===== config.mk =====
export PLATFORM = sky130hd
export DESIGN_NAME = obi_mailbox_responder
export DESIGN_NICKNAME = d
export VERILOG_FILES = /design/src/rtl/mailbox_pkg.sv /design/src/rtl/sync_fifo_32.sv /design/src/rtl/obi_mailbox_responder.sv
export SDC_FILE = /design/constraint.sdc
export NUM_CORES = 1
export LEC_CHECK = 0
export BUFFER_PORTS_ARGS = -buffer_cell sky130_fd_sc_hd__buf_4
export CAP_MARGIN = 25
export CORE_UTILIZATION = 57
export DETAILED_ROUTE_END_ITERATION = 12
export PLACE_DENSITY = 0.85
export SLEW_MARGIN = 15
export SYNTH_ARGS = -nofsm -noshare
export SYNTH_HDL_FRONTEND = slang
export SYNTH_SLANG_ARGS = --single-unit

===== constraint.sdc =====
create_clock -name clk -period 6.63 [get_ports clk]
set_input_delay 0.9945 -clock clk [delete_from_list [all_inputs] [get_ports clk]]
set_output_delay 0.9945 -clock clk [all_outputs]
set_load 0.01 [all_outputs]

===== src/rtl/mailbox_pkg.sv =====
// Register map constants for the OBI host/CPU mailbox.
// Shared by the responder top and its testbench-facing decode.
package mailbox_pkg;

    localparam logic [1:0] REG_STATUS = 2'd0;
    localparam logic [1:0] REG_CMD    = 2'd1;
    localparam logic [1:0] REG_RSP    = 2'd2;
    localparam logic [1:0] REG_CTRL   = 2'd3;

    localparam int ST_CMD_VALID_BIT  = 0;
    localparam int ST_FIFO_FULL_BIT  = 1;
    localparam int ST_FIFO_EMPTY_BIT = 2;
    localparam int ST_COUNT_LSB      = 8;

    localparam int CTRL_IRQ_EN_BIT = 0;

    // Byte lanes without an enable are written as zero.
    function automatic logic [31:0] be_mask(input logic [3:0] be, input logic [31:0] d);
        logic [31:0] m;
        for (int i = 0; i < 4; i++) m[i*8 +: 8] = be[i] ? d[i*8 +: 8] : 8'h00;
        return m;
    endfunction

endpackage


===== src/rtl/sync_fifo_32.sv =====
// 32-bit synchronous FIFO with occupancy count; head word is shown combinationally.
// Push when full and pop when empty are both ignored.
module sync_fifo_32 #(
    parameter int FIFO_DEPTH = 4,
    parameter int FIFO_AW    = $clog2(FIFO_DEPTH)
) (
    input  logic                clk,
    input  logic                rst_n,
    input  logic                push,
    input  logic [31:0]         push_data,
    input  logic                pop,
    output logic [31:0]         head,
    output logic                full,
    output logic                empty,
    output logic [FIFO_AW:0]    count
);

    logic [31:0]        mem [FIFO_DEPTH];
    logic [FIFO_AW-1:0] wr_ptr, rd_ptr;
    logic               do_push, do_pop;

    assign full    = (count == (FIFO_AW+1)'(FIFO_DEPTH));
    assign empty   = (count == '0);
    assign do_push = push & ~full;
    assign do_pop  = pop & ~empty;
    assign head    = mem[rd_ptr];

    always_ff @(posedge clk) begin
        if (!rst_n) begin
            wr_ptr <= '0;
            rd_ptr <= '0;
            count  <= '0;
        end else begin
            if (do_push) begin
                mem[wr_ptr] <= push_data;
                wr_ptr      <= wr_ptr + 1'b1;
            end
            if (do_pop) rd_ptr <= rd_ptr + 1'b1;
            case ({do_push, do_pop})
                2'b10:   count <= count + 1'b1;
                2'b01:   count <= count - 1'b1;
                default: count <= count;
            endcase
        end
    end

endmodule


===== src/rtl/obi_mailbox_responder.sv =====
// OBI responder bridging host commands to the CPU and CPU results back to the host.
// Holds decode, the command slot, CTRL, and the single-cycle registered response.
module obi_mailbox_responder
    import mailbox_pkg::*;
#(
    parameter int FIFO_DEPTH = 4,
    parameter int FIFO_AW    = $clog2(FIFO_DEPTH)
) (
    input  logic        clk,
    input  logic        rst_n,
    input  logic        req_i,
    input  logic        we_i,
    input  logic [3:0]  be_i,
    input  logic [31:0] addr_i,
    input  logic [31:0] wdata_i,
    output logic        gnt_o,
    output logic        rvalid_o,
    output logic [31:0] rdata_o,
    input  logic [31:0] host_cmd_i,
    input  logic        host_cmd_valid_i,
    output logic        host_cmd_ready_o,
    output logic [31:0] host_rsp_data_o,
    output logic        host_rsp_valid_o,
    input  logic        host_rsp_ready_i,
    output logic        irq_o
);

    logic [1:0]         reg_sel;
    logic               cmd_valid, irq_en;
    logic [31:0]        cmd_reg;
    logic               fifo_full, fifo_empty, fifo_push, fifo_pop;
    logic [FIFO_AW:0]   fifo_count;
    logic [31:0]        status_word, read_word;
    logic               rd_gnt, wr_gnt;
    logic               unused_addr_bits;

    assign reg_sel          = addr_i[3:2];
    assign unused_addr_bits = ^{addr_i[31:4], addr_i[1:0]};

    // Backpressure only the one access that would overflow the FIFO.
    assign gnt_o  = req_i & ~(we_i & (reg_sel == REG_RSP) & fifo_full);
    assign rd_gnt = gnt_o & ~we_i;
    assign wr_gnt = gnt_o & we_i;

    assign fifo_push        = wr_gnt & (reg_sel == REG_RSP);
    assign fifo_pop         = host_rsp_ready_i & ~fifo_empty;
    assign host_rsp_valid_o = ~fifo_empty;
    assign host_cmd_ready_o = ~cmd_valid;
    assign irq_o            = cmd_valid & irq_en;

    always_comb begin
        status_word                    = '0;
        status_word[ST_CMD_VALID_BIT]  = cmd_valid;
        status_word[ST_FIFO_FULL_BIT]  = fifo_full;
        status_word[ST_FIFO_EMPTY_BIT] = fifo_empty;
        status_word[ST_COUNT_LSB +: 8] = 8'(fifo_count);
    end

    always_comb begin
        read_word = '0;
        case (reg_sel)
            REG_STATUS: read_word = status_word;
            REG_CMD:    read_word = cmd_reg;
            REG_CTRL:   read_word[CTRL_IRQ_EN_BIT] = irq_en;
            default:    read_word = '0;
        endcase
    end

    always_ff @(posedge clk) begin
        if (!rst_n) begin
            rvalid_o  <= 1'b0;
            rdata_o   <= '0;
            cmd_valid <= 1'b0;
            cmd_reg   <= '0;
            irq_en    <= 1'b0;
        end else begin
            rvalid_o <= gnt_o;
            rdata_o  <= rd_gnt ? read_word : '0;

            // Load and clear are mutually exclusive: loading needs the slot empty.
            if (host_cmd_valid_i && !cmd_valid) begin
                cmd_reg   <= host_cmd_i;
                cmd_valid <= 1'b1;
            end else if (rd_gnt && reg_sel == REG_CMD && cmd_valid) begin
                cmd_valid <= 1'b0;
            end

            if (wr_gnt && reg_sel == REG_CTRL && be_i[0])
                irq_en <= wdata_i[CTRL_IRQ_EN_BIT];
        end
    end

    sync_fifo_32 #(
        .FIFO_DEPTH (FIFO_DEPTH),
        .FIFO_AW    (FIFO_AW)
    ) u_rsp_fifo (
        .clk       (clk),
        .rst_n     (rst_n),
        .push      (fifo_push),
        .push_data (be_mask(be_i, wdata_i)),
        .pop       (fifo_pop),
        .head      (host_rsp_data_o),
        .full      (fifo_full),
        .empty     (fifo_empty),
        .count     (fifo_count)
    );

endmodule

==> results of run 1 <==
[worst max path at each step]
stage	end	slack (ns)
2_1_floorplan	u_rsp_fifo.mem[0][0]	3.80
3_3_place_gp	u_rsp_fifo.mem[2][27]	3.66
3_5_place_dp	u_rsp_fifo.mem[2][11]	3.58
4_1_cts	host_rsp_data_o[6]	3.45
5_1_grt	host_rsp_data_o[6]	3.39
6_report	host_rsp_data_o[6]	3.53
[through the flow]
step                      total power [uW]  worst slack [ns]  hold WS [ns]
after floorplan                       1520              3.80         0.430
after global placement                1600              3.66         0.436
after detailed placement              1610              3.58         0.439
after CTS                             2690              3.45         0.456
after global routing                  2770              3.39         0.473
final                                 2660              3.53         0.455
[placed cells by master, fill, tap and decap left out, drive strengths merged, types with 9 or more instances in the layout]
master / count
a21boi: 33
and2: 62
buf: 148
clkbuf: 28
dfxtp: 76
edfxtp: 128
inv: 9
mux4: 32
nand2: 74
nor2: 9
[per-layer routing]
layer  global-route usage [%]  up-vias  wire length (microns)
met4                     4.30        0                    157
li1                         -     2070                      -
met2                     37.7      127                   7200
met3                     5.84       17                    994
met1                     25.5     2101                   5750
met5                        0        -                      0
[area by class of cell]
class	instances	share of cell area, %
clock buffer	28	6.37
clock inverter	8	0.488
inverter	9	0.356
multi-input combinational	255	22.0
sequential	204	56.5
tap	172	2.27
timing repair buffer	148	12.0
[worst max-delay path: stages (launching register included)]
cell	delay [ns]
dfxtp_2	0.31
buf_4	0.53
mux4_2	0.62
buf_4	0.16
[power groups by stage]
stage	logic [uW]	registers [uW]	clock network (uW)
2_1_floorplan	120	1400	0
3_3_place_gp	195	1400	0
3_5_place_dp	205	1400	0
4_1_cts	206	1380	1100
5_1_grt	221	1380	1170
6_report	203	1380	1080
[cells by family after synthesis]
group                      Yosys count
DFF                                204
and+or+nand+nor                    162
buffers and inverters               33
xor gates and xnor gates             4
muxes                               37
AOI/OAI and AO/OA                   46
adders and majority gates            6
==> impl_metrics.py, run 1 <==
metrics = {
    "placed_design": {
        "port_buffers": 144,
        "dp.final_hpwl_microns": 8630,
        "place.gp.congestion": 0.753,
        "place_area_sq_um": 8840,
        "placedCellCount": 788,
    },
    "logic_synthesis": {
        "syn_area_per_cell_sq_um": 15.4,
        "ys_seq_elements": 204,
        "synthTopCellsByArea": "edfxtp_1 (51%), dfxtp_1 (20%), mux4_2 (9.5%)",
        "synthMuxAreaShare_pct": 10.2,
        "synth_top_family_by_area": "simple AND/OR/NAND/NOR gates",
        "synth-edff-count": 128,
        "yosys-top-cells-count": "edfxtp_1 (128), dfxtp_1 (76), nand2_1 (73)",
        "synthAdderAreaFrac_pct": 1.09,
        "synth_top_area_share_pct": 50.6,
        "synthSimpleGateAreaFrac_pct": 11.0,
        "synth_most_common_cell": "edfxtp_1",
        "synth_compound_area_share_pct": 4.66,
        "yosysSeqAreaShare_pct": 70.6,
        "ys_warn_count": 0,
        "ys.flop_type": "edfxtp_1",
        "synthesis.area_sq_um": 7590,
        "synth-xor-area-share_pct": 0.461,
        "synth_top_area_cell": "edfxtp_1",
        "syn-num-nets": 604,
        "async_flop_share_pct": 0,
        "syn_inst": 492,
        "synthDistinctLibCells": 38,
    },
    "timing": {
        "max_slew_margin_pct": 41.6,
        "tns_ns": 0,
        "drv_slew": 0,
        "layout_min_cycle_time_ns": 3.10,
        "hold_viol": 0,
        "final-setup-viol-count": 0,
        "skew_ns": 0.00690,
        "tightestPinTransition_ns": 0.876,
        "grt_setup_unrepaired": "false",
        "fmax_ghz": 0.323,
        "fin_crit_sh_pct": 46.8,
    },
    "finish": {
        "final_cells": 824,
        "diodes": 0,
        "fin_util_pct": 74.0,
        "seq_area_sq_um": 5370,
        "multi_input_area_sq_um": 2090,
        "area_growth_pct": 25.0,
        "layout-drive-gt1-share_pct": 34.7,
        "fin_nets": 750,
        "stdcell_area_sq_um": 9490,
        "fillers": 789,
        "largest_reg_flops": 128,
    },
    "critical_path": {
        "rr_worst_depth": 3,
        "path_class": "reg -> out",
        "arrival_ns": 2.11,
        "rr_startpoint": "u_rsp_fifo.count[0]",
        "worstPathRequired_ns": 5.64,
        "endpoint_kind": "primary output",
        "r2r_slack_ns": 4.18,
        "r2r-end": "u_rsp_fifo.mem[2][10]",
        "cp_max_fo": 32,
        "start_kind": "flop",
    },
    "floorplan": {
        "die_h_microns": 117,
        "die_w_microns": 117,
        "die_area_sq_um": 13800,
        "core_area_sq_um": 12800,
        "initial_utilization_pct": 59.2,
        "rows": 41,
        "io_pins": 175,
    },
    "grt": {
        "grt_pass1_vias": 4525,
        "overflow": 0,
        "grt_usage_pct": 21.1,
        "grt_max_degree": 52,
        "grt_pass1_wl_microns": 22900,
        "antenna_found_initial": 0,
    },
    "min_path": {
        "worstHoldPathType": "reg -> reg",
        "whs_endpoint": "rdata_o[10]",
        "min_path_cells": 2,
        "worstHoldStart": "cmd_reg[10]",
    },
    "route": {
        "vias_per_cell": 5.24,
        "first_pass_iters": 4,
        "drc": 0,
        "ant_nets": 0,
        "post_drt_wl_per_cell_microns": 17.1,
        "num_vias": 4315,
        "wl_microns": 14100,
        "drt_iter0_drc": 155,
    },
    "power_and_ir_drop": {
        "power.leakage_uw": 0.00354,
        "p_per_area_nw_per_um2": 281,
        "comb_power_share_pct": 7.6,
        "vdd_drop_max_uv": 188,
        "sequentialPowerShare_pct": 51.7,
        "internal_power_uw": 2110,
        "switching_share_pct": 20.6,
        "clockPowerShare_pct": 40.7,
        "power_switching_uw": 549,
    },
    "run_status": {
        "status": "complete, no violations",
    },
    "clock_network": {
        "cts-root-buf": "clkbuf_16",
        "clk_path_buf_depth": 3,
        "cts_hold_buf": 0,
        "clock_sinks": 204,
        "clk_transition_reported_paths_ns": 0.06,
        "cts_setup_buffers": 0,
        "clk_latency_ns": 0.47,
        "cts_inserted_buffers": 20,
        "cts_resized": 0,
        "cts_htree_levels": 1,
        "cts_tree": "done",
    },
    "flow_run": {
        "max-cap-violations": 0,
    },
}
Note: power is estimated with default switching activity, not from simulation.
==> run 2, diff against run 1 <==
Settings changed: CORE_UTILIZATION 57 to 48, PLACE_DENSITY 0.85 to 0.76.
Clock period 6.63 ns to 2.7 ns, I/O delays scaled along.
==> run 2 against run 1 <==
Compared with the run above: wire length increased by 0.29%; utilization decreased by 11 points; sequential power increased by 140%; critical endpoint unchanged; setup slack got worse by 3.1 ns; design area increased by 1.4%; clock power increased to 2.5 times the previous value; die area increased by 18%; global-route usage decreased by 3.4 points; power increased by 150%.
==> impl_metrics.py, run 2 (same netlist as run 1, synthesis figures left out) <==
metrics = {
    "grt": {
        "grt_pass1_vias": 4556,
        "antenna_found_initial": 0,
        "grt_pass1_wl_microns": 22500,
        "grt_max_degree": 33,
        "overflow": 0,
        "grt_usage_pct": 17.7,
    },
    "route": {
        "drt_iter0_drc": 221,
        "num_vias": 4363,
        "first_pass_iters": 4,
        "wl_microns": 14100,
        "wl_met3_microns": 1190,
        "vias_per_cell": 5.02,
        "routed-wl-met2_microns": 7060,
        "post_drt_wl_per_cell_microns": 16.3,
        "ant_nets": 0,
        "drc": 0,
        "wl_met1_microns": 5720,
        "highest_layer": "met4",
    },
    "flow_run": {
        "max-cap-violations": 0,
    },
    "power_and_ir_drop": {
        "clockPowerShare_pct": 41.4,
        "comb_power_share_pct": 7.5,
        "vdd_drop_max_uv": 491,
        "switching_share_pct": 19.9,
        "p_total_uw": 6620,
        "p_per_area_nw_per_um2": 688,
        "power_switching_uw": 1320,
        "power.leakage_uw": 0.00357,
        "internal_power_uw": 5300,
        "sequentialPowerShare_pct": 51.1,
    },
    "critical_path": {
        "crit_family": "multiplexers",
        "start_kind": "flop",
        "r2r_slack_ns": 0.48,
        "crit_end": "host_rsp_data_o[6]",
        "r2r-end": "u_rsp_fifo.count[2]",
        "rr_worst_depth": 9,
        "endpoint_kind": "primary output",
        "cp.depth": 3,
        "arrival_ns": 1.83,
        "worstPathRequired_ns": 2.30,
        "cp_max_fo": 32,
        "path_class": "reg -> out",
        "rr_startpoint": "u_rsp_fifo.count[0]",
        "max_stage_delay_ns": 0.58,
        "cp_num_buf_inv": 2,
        "worstPathCellList": "buf_12, mux4_2, buf_4",
        "slowest_stage": "mux4_2",
    },
    "finish": {
        "fin_nets": 757,
        "largest_reg_flops": 128,
        "final_common_cell": "buf_4",
        "fin_util_pct": 62.8,
        "stdcell_area_sq_um": 9620,
        "final_cell_mix": "buf_4 (151), edfxtp_1 (128), dfxtp_1 (74)",
        "diodes": 0,
        "area_growth_pct": 26.7,
        "layout-drive-gt1-share_pct": 34.8,
    },
    "clock_network": {
        "cts_inserted_buffers": 20,
        "clk_path_buf_depth": 3,
        "cts_tree": "done",
        "cts_resized": 0,
        "clk_latency_ns": 0.48,
        "cts_htree_levels": 1,
        "cts_hold_buf": 0,
        "clk_transition_reported_paths_ns": 0.06,
        "cts_setup_buffers": 0,
        "cts-root-buf": "clkbuf_16",
        "clock_sinks": 204,
    },
    "timing": {
        "hold_viol": 0,
        "fin_crit_sh_pct": 82.8,
        "drv_slew": 0,
        "fin_ws_ns": 0.463,
        "grt_setup_unrepaired": "false",
        "layout_min_cycle_time_ns": 2.24,
        "tns_ns": 0,
        "fmax_ghz": 0.447,
        "max_slew_margin_pct": 56.9,
        "skew_ns": 0.00921,
        "final-setup-viol-count": 0,
        "tightestPinTransition_ns": 0.646,
    },
    "min_path": {
        "worstHoldPathType": "in -> reg",
    },
    "placed_design": {
        "place.gp.congestion": 0.768,
        "port_buffers": 144,
        "place_area_sq_um": 8970,
        "dpl_worst_slack_ns": 0.471,
        "dp.final_hpwl_microns": 9200,
    },
    "run_status": {
        "status": "complete, no violations",
    },
    "floorplan": {
        "initial_utilization_pct": 49.6,
        "die_h_microns": 128,
        "die_area_sq_um": 16300,
        "io_pins": 175,
        "core_area_sq_um": 15300,
        "die_w_microns": 128,
        "rows": 45,
    },
}
run 2: power groups by stage:
stage               registers [uW]  clock network [uW]  logic [uW]
global placement              3450                   0         493
global route                  3390                2930         545
detailed placement            3450                   0         507
floorplan                     3440                   0         296
finish                        3380                2740         498
CTS                           3380                2800         509
run 2: area by class of cell:
class | count | area, sq um
Inverter | 9 | 33.8
Timing Repair Buffer | 155 | 1210
Clock inverter | 6 | 75.1
Multi-Input combinational cell | 255 | 2090
Clock buffer | 29 | 581
Sequential cell | 204 | 5370
Tap cell | 211 | 264
Fill cell | 1155 | 5690
run 2: worst min path at each step:
stage,from,end,cells after the start
after floorplan,cmd_reg[11],rdata_o[11],1
after global placement,cmd_reg[17],rdata_o[17],1
after detailed placement,cmd_reg[31],rdata_o[31],1
after CTS,we_i,rdata_o[0],2
after global routing,we_i,rdata_o[0],2
final,we_i,rdata_o[0],2
run 2: metrics by stage:
stage	hold WS, ns	instances
3_3_place_gp	0.435	834
3_5_place_dp	0.444	834
4_1_cts	0.115	869
2_1_floorplan	0.430	492
6_report	0.133	869
5_1_grt	0.130	869
run 2: metal layers:
metal | GRT usage, % | up-vias
met3 | 5.63 | 15
met1 | 21.0 | 2130
li1 | - | 2083
met5 | 0 | -
met2 | 31.1 | 135
met4 | 4.84 | 0
